### src/rtl/phy_tx_lane_scheduler.sv
// Round-robin scheduler sharing one PHY TX byte path among four lane sources,
// with a COM training burst after reset and periodic SKP ordered-set insertion.
module phy_tx_lane_scheduler #(
   parameter int          INIT_COMS    = 4,
   parameter int          SKP_INTERVAL = 16,
   parameter logic [7:0]  COM_SYM      = 8'hBC,
   parameter logic [7:0]  SKP_SYM      = 8'h1C
) (
   input  logic       clk,
   input  logic       reset,
   input  logic [7:0] in0,
   input  logic [7:0] in1,
   input  logic [7:0] in2,
   input  logic [7:0] in3,
   input  logic [3:0] valid,
   output logic [3:0] ready,
   output logic [7:0] data_out,
   output logic       valid_out,
   output logic       k_out,
   output logic [1:0] lane_out
);

   typedef enum logic [1:0] {INIT, ACTIVE, SKP} state_t;

   localparam logic [15:0] INIT_LAST = 16'(INIT_COMS - 1);
   localparam logic [15:0] SKP_LAST  = 16'(SKP_INTERVAL - 1);

   state_t      state;
   logic [15:0] init_cnt;
   logic [15:0] skp_cnt;
   logic [1:0]  skp_idx;
   logic [1:0]  rr_ptr;

   logic [3:0]  grant;
   logic [1:0]  gnt_lane;
   logic        gnt_any;
   logic [1:0]  idx;
   logic [7:0]  lane_data;
   logic        preempt;

   assign preempt = (skp_cnt == SKP_LAST);

   // Search starts at rr_ptr so the lane after the last winner has top priority.
   always_comb begin
      grant    = 4'b0000;
      gnt_lane = 2'd0;
      gnt_any  = 1'b0;
      idx      = 2'd0;
      for (int k = 0; k < 4; k++) begin
         idx = rr_ptr + 2'(k);
         if (!gnt_any && valid[idx]) begin
            gnt_any     = 1'b1;
            gnt_lane    = idx;
            grant[idx]  = 1'b1;
         end
      end
   end

   always_comb begin
      case (gnt_lane)
         2'd0:    lane_data = in0;
         2'd1:    lane_data = in1;
         2'd2:    lane_data = in2;
         default: lane_data = in3;
      endcase
   end

   // SKP preemption masks every grant, so no lane sees a handshake it cannot complete.
   assign ready = (state == ACTIVE && !preempt) ? grant : 4'b0000;

   always_ff @(posedge clk or negedge reset) begin
      if (!reset) begin
         state     <= INIT;
         init_cnt  <= 16'd0;
         skp_cnt   <= 16'd0;
         skp_idx   <= 2'd0;
         rr_ptr    <= 2'd0;
         data_out  <= 8'd0;
         valid_out <= 1'b0;
         k_out     <= 1'b0;
         lane_out  <= 2'd0;
      end else begin
         case (state)
            INIT: begin
               data_out  <= COM_SYM;
               k_out     <= 1'b1;
               valid_out <= 1'b1;
               lane_out  <= 2'd0;
               init_cnt  <= init_cnt + 16'd1;
               if (init_cnt == INIT_LAST) begin
                  state   <= ACTIVE;
                  skp_cnt <= 16'd0;
               end
            end

            ACTIVE: begin
               if (preempt) begin
                  data_out  <= COM_SYM;
                  k_out     <= 1'b1;
                  valid_out <= 1'b1;
                  lane_out  <= 2'd0;
                  state     <= SKP;
                  skp_idx   <= 2'd0;
                  skp_cnt   <= 16'd0;
               end else begin
                  skp_cnt <= skp_cnt + 16'd1;
                  if (gnt_any) begin
                     data_out  <= lane_data;
                     k_out     <= 1'b0;
                     valid_out <= 1'b1;
                     lane_out  <= gnt_lane;
                     rr_ptr    <= gnt_lane + 2'd1;
                  end else begin
                     data_out  <= 8'd0;
                     k_out     <= 1'b0;
                     valid_out <= 1'b0;
                     lane_out  <= 2'd0;
                  end
               end
            end

            SKP: begin
               data_out  <= SKP_SYM;
               k_out     <= 1'b1;
               valid_out <= 1'b1;
               lane_out  <= 2'd0;
               skp_idx   <= skp_idx + 2'd1;
               if (skp_idx == 2'd2) state <= ACTIVE;
            end

            default: state <= INIT;
         endcase
      end
   end

endmodule

### config.mk
export PLATFORM = sky130hd
export DESIGN_NAME = phy_tx_lane_scheduler
export DESIGN_NICKNAME = d
export VERILOG_FILES = /design/src/rtl/phy_tx_lane_scheduler.sv
export SDC_FILE = /design/constraint.sdc
export NUM_CORES = 1
export LEC_CHECK = 0
export ABC_AREA = 1
export CAP_MARGIN = 20
export CORE_MARGIN = 1.5
export CORE_UTILIZATION = 30
export CTS_CLUSTER_SIZE = 28
export DETAILED_ROUTE_END_ITERATION = 7
export PLACE_DENSITY = 0.54
export SLEW_MARGIN = 20
export SYNTH_ARGS = -nofsm -noshare
export SYNTH_HDL_FRONTEND = slang
export SYNTH_SLANG_ARGS = --single-unit
### constraint.sdc
create_clock -name clk -period 6.3 [get_ports clk]
set_input_delay 1.26 -clock clk [delete_from_list [all_inputs] [get_ports clk]]
set_output_delay 1.26 -clock clk [all_outputs]
set_load 0.03 [all_outputs]
* Word level (Yosys, flattened, before mapping)
Index checks and enable logic that the tools add are counted.
** Storage, ports and cells
- Register bits after elaboration :: 50
- Word-level logic and storage cells :: 111
- Input port bits :: 38
** Cells by class
- Eq/ne operators :: 10
- Magnitude comparators :: 8
- Reductions and logical operators :: 23
- Multiplexer cells :: 50
- Add/subtract/negate cells :: 7
- Bitwise gates (word level) :: 4
** Operators by type and width (number)
- 8-bit case mux with 3 select lines :: 2
- 16-bit by 1-bit adder with 16-bit output (second input constant) :: 2
- 16-bit 2-to-1 mux :: 2
- 16-bit case mux with 2 select lines :: 1
- 2-bit 2-to-1 mux :: 10
- 4-bit 2-to-1 mux :: 5
- 16-bit by 2-bit equality test with 1-bit output (second input constant) :: 1
- 16-bit by 4-bit equality test with 1-bit output (second input constant) :: 1
- 8-bit 2-to-1 mux :: 2
- 1-bit 2-to-1 mux :: 15
- 2-bit by 3-bit < comparator with 1-bit output (second input constant) :: 4
- 4-bit bitwise OR :: 3
- 1-bit binary-select mux with 2-bit select :: 4
- 1-bit demux with 2-bit select :: 4
- 2-bit by 1-bit >= comparator with 1-bit output (second input constant) :: 4
- 1-bit logical AND :: 8
- 2-bit case mux with 2 select lines :: 2
- 2-bit by 1-bit adder with 2-bit output (second input constant) :: 3
- 2-bit equality test (second input constant) :: 3
- 2-bit inequality test (second input constant) :: 3
- 2-bit case mux with 3 select lines :: 1
- 3-bit AND reduction :: 2
- 2-bit nonzero test :: 3
- 2-bit adder (second input constant) :: 2
- other kinds (8) :: 15

* Logic depth before layout (Yosys ltp)
Gate-level depths: netlist (run 1).
- Depth in word-level cells :: 17
- Gate-level depth with buffers :: 21
- Depth with buffers taken out :: 20

* Worst setup path before layout (run 1)
Ideal clock, no wire load.
- Path type :: input port to output port
- From :: in valid[3]
- To :: out ready[0]
- Arrival :: 2206 ps
- Slack :: 2834 ps
- Stages on the path :: 11
- Path through :: inv_1 > nand2_1 > nand3_1 > nand2_4 > inv_2 > nand2_1 > nor2_4 > nand3_1 > nand3_1 > nand2_1 > inv_1
** On the way
- Cells in the longest elaborated chain, start to end :: 13
- Elaborated cells between the ends (all ways) :: 25
** Ends and longest elaborated chain
- start, declared :: line 15 : input logic [3:0] valid,
- 1-bit binary-select mux with 2-bit select :: line 51 : if (!gnt_any && valid[idx]) begin
- 1-bit 2-to-1 mux (not written as such) :: line 51
- 1-bit 2-to-1 mux :: line 51
- 1-bit logical NOT :: line 51
- 1-bit logical AND :: line 51
- 1-bit 2-to-1 mux :: line 51
- 1-bit logical NOT :: line 51
- 1-bit logical AND :: line 51
- 1-bit 2-to-1 mux :: line 51
- 1-bit logical NOT :: line 51
- 1-bit logical AND :: line 51
- 4-bit 2-to-1 mux (*) :: line 51
- 4-bit 2-to-1 mux (*) :: line 69 : assign ready = (state == ACTIVE && !preempt) ? grant : 4'b0000;
- end, declared :: line 16 : output logic [3:0] ready,
Mark *: on every way between the ends. The rest lies on a longest branch, timed or not. The select of a mux whose other input is x is not followed.

* Worst setup path after layout (run 1)
- From :: in valid[3]
- To :: out ready[3]
The elaborated chain is that of the path after synthesis.

==> results.json, run 1 <==
{
  "synth_top_family_by_area": "simple AND/OR/NAND/NOR gates",
  "antennaDiodeCount": 0,
  "crit_type": "in -> out",
  "synth.most_common_cell": "nand2_1",
  "slowest_stage": "clkdlybuf4s50_1",
  "cts_tree": "yes",
  "fp.dieArea_mm2": 0.0121,
  "pwr_density_cell_mw_per_mm2": 449,
  "cts_resized": 0,
  "ys_seq_elements": 50,
  "nets": 577,
  "clock-sinks": 50,
  "synth_ff_type": "dfrtp_1",
  "finalHoldViolations": 0,
  "die_h_um": 110,
  "clock_latency_ns": 0.29,
  "portBuffers": 53,
  "p_leak_nw": 2.08,
  "gp_congestion": 0.832,
  "synth-compound-area-share": 0.0969,
  "design_area_mm2": 0.00426,
  "critPathRequiredTime_ns": 5.04,
  "cp_top_family": "buffers and inverters",
  "synth-simple-area-share": 0.336,
  "via_per_inst": 4.84,
  "synth_fa_ha_area_frac": 0.0694,
  "clockBufferDepth": 2,
  "synth_area_per_cell_um2": 7.31,
  "synth_cell_types": 36,
  "cts_setup_buffers": 0,
  "period_needed_ns": 4.59,
  "drt_pass1_iterations": 4,
  "rows": 38,
  "slew_viol_final": 0,
  "final_util": 0.387,
  "grt_start_max_net_pins": 51,
  "slew_headroom": 0.566,
  "synth_top_area_frac": 0.365,
  "fin_worst_skew_ns": 0.00723,
  "setup_viol": 0,
  "hp-class": "reg -> reg",
  "synth_xor_area_frac": 0.0435,
  "hold_slack_ns": 0.494,
  "drv_cap": 0,
  "drive_gt1_frac": 0.0692,
  "outcome": "finished, final reports clean",
  "overflow": 0,
  "synthTopCellsByCount": "nand2_1, inv_1, nand3_1",
  "io-pin-count": 54,
  "worstSetupEndpointType": "output pin",
  "timing.setup.tns_ns": 0,
  "worst_pin_slew_ns": 0.651,
  "max_stage_delay_ns": 0.66,
  "dpl_cell_area_mm2": 0.00409,
  "pre_cts_ws_ns": 1.70,
  "synth_edf_count": 0,
  "syn-cell-area_mm2": 0.00342,
  "die_w_um": 110,
  "vias": 3196,
  "setup_slack_ns": 1.71,
  "post-dp-hpwl_um": 6320,
  "synth_seq_area_share": 0.365,
  "muxShareOfSynthArea": 0.00329,
  "grt_pass1_vias": 3133,
  "startpoint_type": "input port",
  "drtIter0Drc": 181,
  "area_growth_pct": 24.3,
  "wl_per_cell_um": 12.5,
  "clkTransAtPathRegs_ns": 0.07,
  "antenna_found_initial": 0,
  "grt_usage": 0.151,
  "synth_area_leaders": "dfrtp_1, nand2_1, nand3_1, ha_1, inv_1",
  "syn_nets": 525,
  "rsz0062_at_grt": "no",
  "ctsHoldBuffers": 0,
  "start_util": 0.312,
  "root_buffer": "clkbuf_16",
  "synth_top_area_cell": "dfrtp_1",
  "fin_crit_sh": 0.729,
  "synthCells": 468,
  "fmax_ghz": 0.218,
  "cts_buffers": 5,
  "grt_pass1_wl_um": 14400,
  "path_buf_inv": 5,
  "cp_cell_sequence": "clkdlybuf4s50_1 > inv_1 > nand2_1 > nand3_1 > nand2_4 > inv_2 > nand2_1 > nor2_4 > nand3_1 > nand3_1 > nand2_1 > inv_1 > clkdlybuf4s50_1",
  "vdd_drop_max_mv": 0.439,
  "coreArea_mm2": 0.0110,
  "yosys_warnings": 0,
  "wl_um": 8260,
  "cts_max_level": 2,
  "drc_errors": 0,
  "critPathMaxFanout": 7,
  "async_flop_share": 1.00,
  "crit_arrival_ns": 3.33,
  "ant_nets": 0
}
state kept, by name, indices dropped and copies added (netlist names):
name       cells
init_cnt      16
skp_cnt       16
data_out       8
lane_out       2
rr_ptr         2
skp_idx        2
state          2
k_out          1
valid_out      1
path summary, 6_finish.rpt:
check	slack, ns	start	to	cells after the start
setup / recovery	1.71	valid[3]	ready[3]	13
hold / removal	0.49	init_cnt[13]	init_cnt[13]	1
setup reg to reg	3.09	rr_ptr[0]	data_out[5]	20
hold reg to reg	0.49	init_cnt[13]	init_cnt[13]	1
max in group asynchronous	4.78	reset	state[1]	2
min in group asynchronous	1.08	reset	init_cnt[14]	2
cell usage in the layout (no fill, tap or decap), types with 2 or more instances in the layout:
cell type          n
a22oi_1            4
nand2_1          108
nor2_4             2
inv_1             61
nor2_1            35
inv_2              6
nor3_1            15
xnor2_1            2
nand2_2           10
dfrtp_1           50
clkbuf_16          5
nand4_1           15
nand3_2            2
a31oi_1            2
o211ai_1           4
nand2_4            2
a21oi_1           19
xor2_1            15
nand3_1           53
ha_1              19
o21ai_0           20
o22ai_1            2
clkdlybuf4s50_1   52
o21ai_1            2
per-stage QoR:
step / total power, mW / cells
after global placement: 1.61 / 653
after detailed placement: 1.62 / 653
after CTS: 1.94 / 660
after global routing: 2.10 / 660
after floorplan: 1.29 / 468
final: 1.91 / 660
area by class of cell:
| class | instances | area [um^2] |
|---|---|---|
| clock inverters | 2 | 38.8 |
| flip-flops and latches | 50 | 1250 |
| repair buffers | 54 | 533 |
| clock buffers | 5 | 125 |
| inverters | 67 | 251 |
| multi-input cells | 342 | 1880 |
| well taps | 140 | 175 |
| fillers | 1136 | 6730 |
metal layers:
layer,up-vias,part of all wire,global-route usage
li1,1638,-,-
met5,-,0,0
met2,77,0.45,0.252
met3,7,0.058,0.0421
met4,0,0.010,0.0436
met1,1474,0.48,0.190
power by group:
part	leakage (nW)	total [mW]	internal [mW]	switching, mW
combinational	1.36	1.19	0.447	0.743
sequential	0.636	0.417	0.378	0.0390
clock	0.0799	0.303	0.186	0.117
total	2.08	1.91	1.01	0.899
cell families (layout without fill, tap and decap cells):
kind of cell,after synthesis,in the layout
simple gates,247,247
buf+inv,76,128
compound gates,58,58
flops,50,50
fa+ha+maj,19,19
xor+xnor,17,17
mux,1,1
worst register-to-register path, delay by kind of cell (launching register included):
kind                       cells  cell delay, ns
AOI/OAI and AO/OA              1            0.17
adders and majority gates      2            0.67
buffers and inverters          5            0.74
DFF                            1            0.58
and+or+nand+nor               12            1.00
No activity file was read; power rests on OpenSTA's default activity.
==> inputs of run 2 (changes only) <==
Clock period 6.3 ns to 4.8 ns, I/O delays scaled along.
==> results of run 2 <==
Same layout as run 1 (identical final DEF). Status: finished, final reports clean.
Main changes from that run: setup slack after placement 1.70 ns -> 0.797 ns; setup slack after layout 1.71 ns -> 0.808 ns; register-to-register setup slack 3.09 ns -> 1.59 ns; total power 1.91 mW -> 2.51 mW; worst IR drop on VDD 0.439 mV -> 0.577 mV
==> inputs of run 3 (changes only) <==
Clock period 4.8 ns to 3.9 ns, I/O delays scaled along.
==> results.json, run 3 (synthesis gave the netlist of run 1 again) <==
{
  "post-dp-hpwl_um": 6320,
  "cts_buffers": 5,
  "cp_cell_sequence": "inv_1 > ha_1 > inv_1 > nand3_2 > nand2_4 > nand2_1 > nor2_4 > nand3_1 > nand3_1 > nand2_1 > inv_1 > clkdlybuf4s50_1",
  "gp_congestion": 0.797,
  "start_util": 0.312,
  "cts_setup_buffers": 0,
  "drv_cap": 0,
  "outcome": "finished, final reports clean",
  "fmax_ghz": 0.274,
  "cp_top_family": "buffers and inverters",
  "rsz0062_at_grt": "no",
  "timing.setup.tns_ns": 0,
  "portBuffers": 53,
  "vias": 3192,
  "clockBufferDepth": 2,
  "critPathMaxFanout": 7,
  "p_leak_nw": 2.09,
  "hp-class": "reg -> reg",
  "via_per_inst": 4.82,
  "max_stage_delay_ns": 0.65,
  "grt_pass1_vias": 3035,
  "placed_cells": 654,
  "pwr_density_cell_mw_per_mm2": 731,
  "drive_gt1_frac": 0.0747,
  "grt_start_max_net_pins": 51,
  "startpoint_type": "flop",
  "fin_worst_skew_ns": 0.00830,
  "largestRegisters": "init_cnt (16), skp_cnt (16), data_out (8)",
  "worstSetupEndpointType": "output pin",
  "fin_crit_sh": 0.936,
  "cts_tree": "yes",
  "ant_nets": 0,
  "wl_um": 8200,
  "path_buf_inv": 4,
  "cpMostUsedCell": "inv_1",
  "coreArea_mm2": 0.0110,
  "root_buffer": "clkbuf_16",
  "drc_errors": 0,
  "fin_cells": 662,
  "period_needed_ns": 3.65,
  "die_h_um": 110,
  "fp.dieArea_mm2": 0.0121,
  "drt_pass1_iterations": 5,
  "die_w_um": 110,
  "cts_resized": 0,
  "crit_arrival_ns": 2.87,
  "nets": 578,
  "dpl_cell_area_mm2": 0.00410,
  "slew_headroom": 0.561,
  "clock_latency_ns": 0.29,
  "drtIter0Drc": 207,
  "setup_viol": 0,
  "design_area_mm2": 0.00427,
  "clkTransAtPathRegs_ns": 0.07,
  "antenna_found_initial": 0,
  "rows": 38,
  "grt_usage": 0.149,
  "layout_commonest_cell": "nand2_1",
  "critPathRequiredTime_ns": 3.12,
  "slew_viol_final": 0,
  "cts_max_level": 2,
  "hold_slack_ns": 0.486,
  "vdd_drop_max_mv": 0.598,
  "antennaDiodeCount": 0,
  "worst_pin_slew_ns": 0.659,
  "slowest_stage": "clkdlybuf4s50_1",
  "fillers": 1146,
  "p_total_mw": 3.12,
  "ctsHoldBuffers": 0,
  "finalHoldViolations": 0,
  "clock-sinks": 50,
  "overflow": 0,
  "io-pin-count": 54,
  "final_cell_mix": "nand2_1, inv_1, nand3_1, clkdlybuf4s50_1, dfrtp_1",
  "grt_pass1_wl_um": 14100,
  "crit_type": "reg -> out",
  "wl_per_cell_um": 12.4,
  "area_growth_pct": 24.8
}
==> run 3: worst paths after layout <==
check | start | to | slack, ns | depth (start not counted)
setup / recovery | rr_ptr[1] | ready[3] | 0.25 | 12
max in group asynchronous | reset | rr_ptr[0] | 2.83 | 2
hold reg to reg | data_out[5] | data_out[5] | 0.49 | 2
min in group asynchronous | reset | skp_cnt[11] | 0.58 | 2
hold / removal | data_out[5] | data_out[5] | 0.49 | 2
setup reg to reg | rr_ptr[1] | data_out[5] | 0.78 | 20
==> run 3: area by class of cell <==
cell class,count,area (um^2),area share
clock buffers,5,125,0.0293
repair buffers,55,541,0.127
flip-flops and latches,50,1250,0.293
multi-input cells,342,1880,0.440
inverters,67,251,0.0589
clock inverters,3,47.5,0.0111
well taps,140,175,0.0410
==> run 3: layer usage <==
layer / GRT usage / wire, um
met3: 0.0451 / 494
met1: 0.193 / 3890
met5: 0 / 0
met2: 0.237 / 3720
met4: 0.0436 / 95
==> run 3: tightest hold or removal path, delay by kind of cell (launching register included) <==
| kind | cells | cell delay, ns |
|---|---|---|
| and+or+nand+nor | 2 | 0.10 |
| DFF | 1 | 0.35 |
==> run 3: per-stage QoR <==
step / setup slack [ns] / util
after floorplan: 1.11 / -
after global placement: 0.327 / 0.373
after detailed placement: 0.278 / 0.373
after CTS: 0.180 / 0.389
after global routing: 0.0135 / 0.389
final: 0.251 / 0.389
==> run 3: power breakdown <==
part / switching (mW) / internal, mW / total (mW)
clock network: 0.206 / 0.308 / 0.514
logic: 1.21 / 0.723 / 1.93
registers: 0.0614 / 0.611 / 0.673
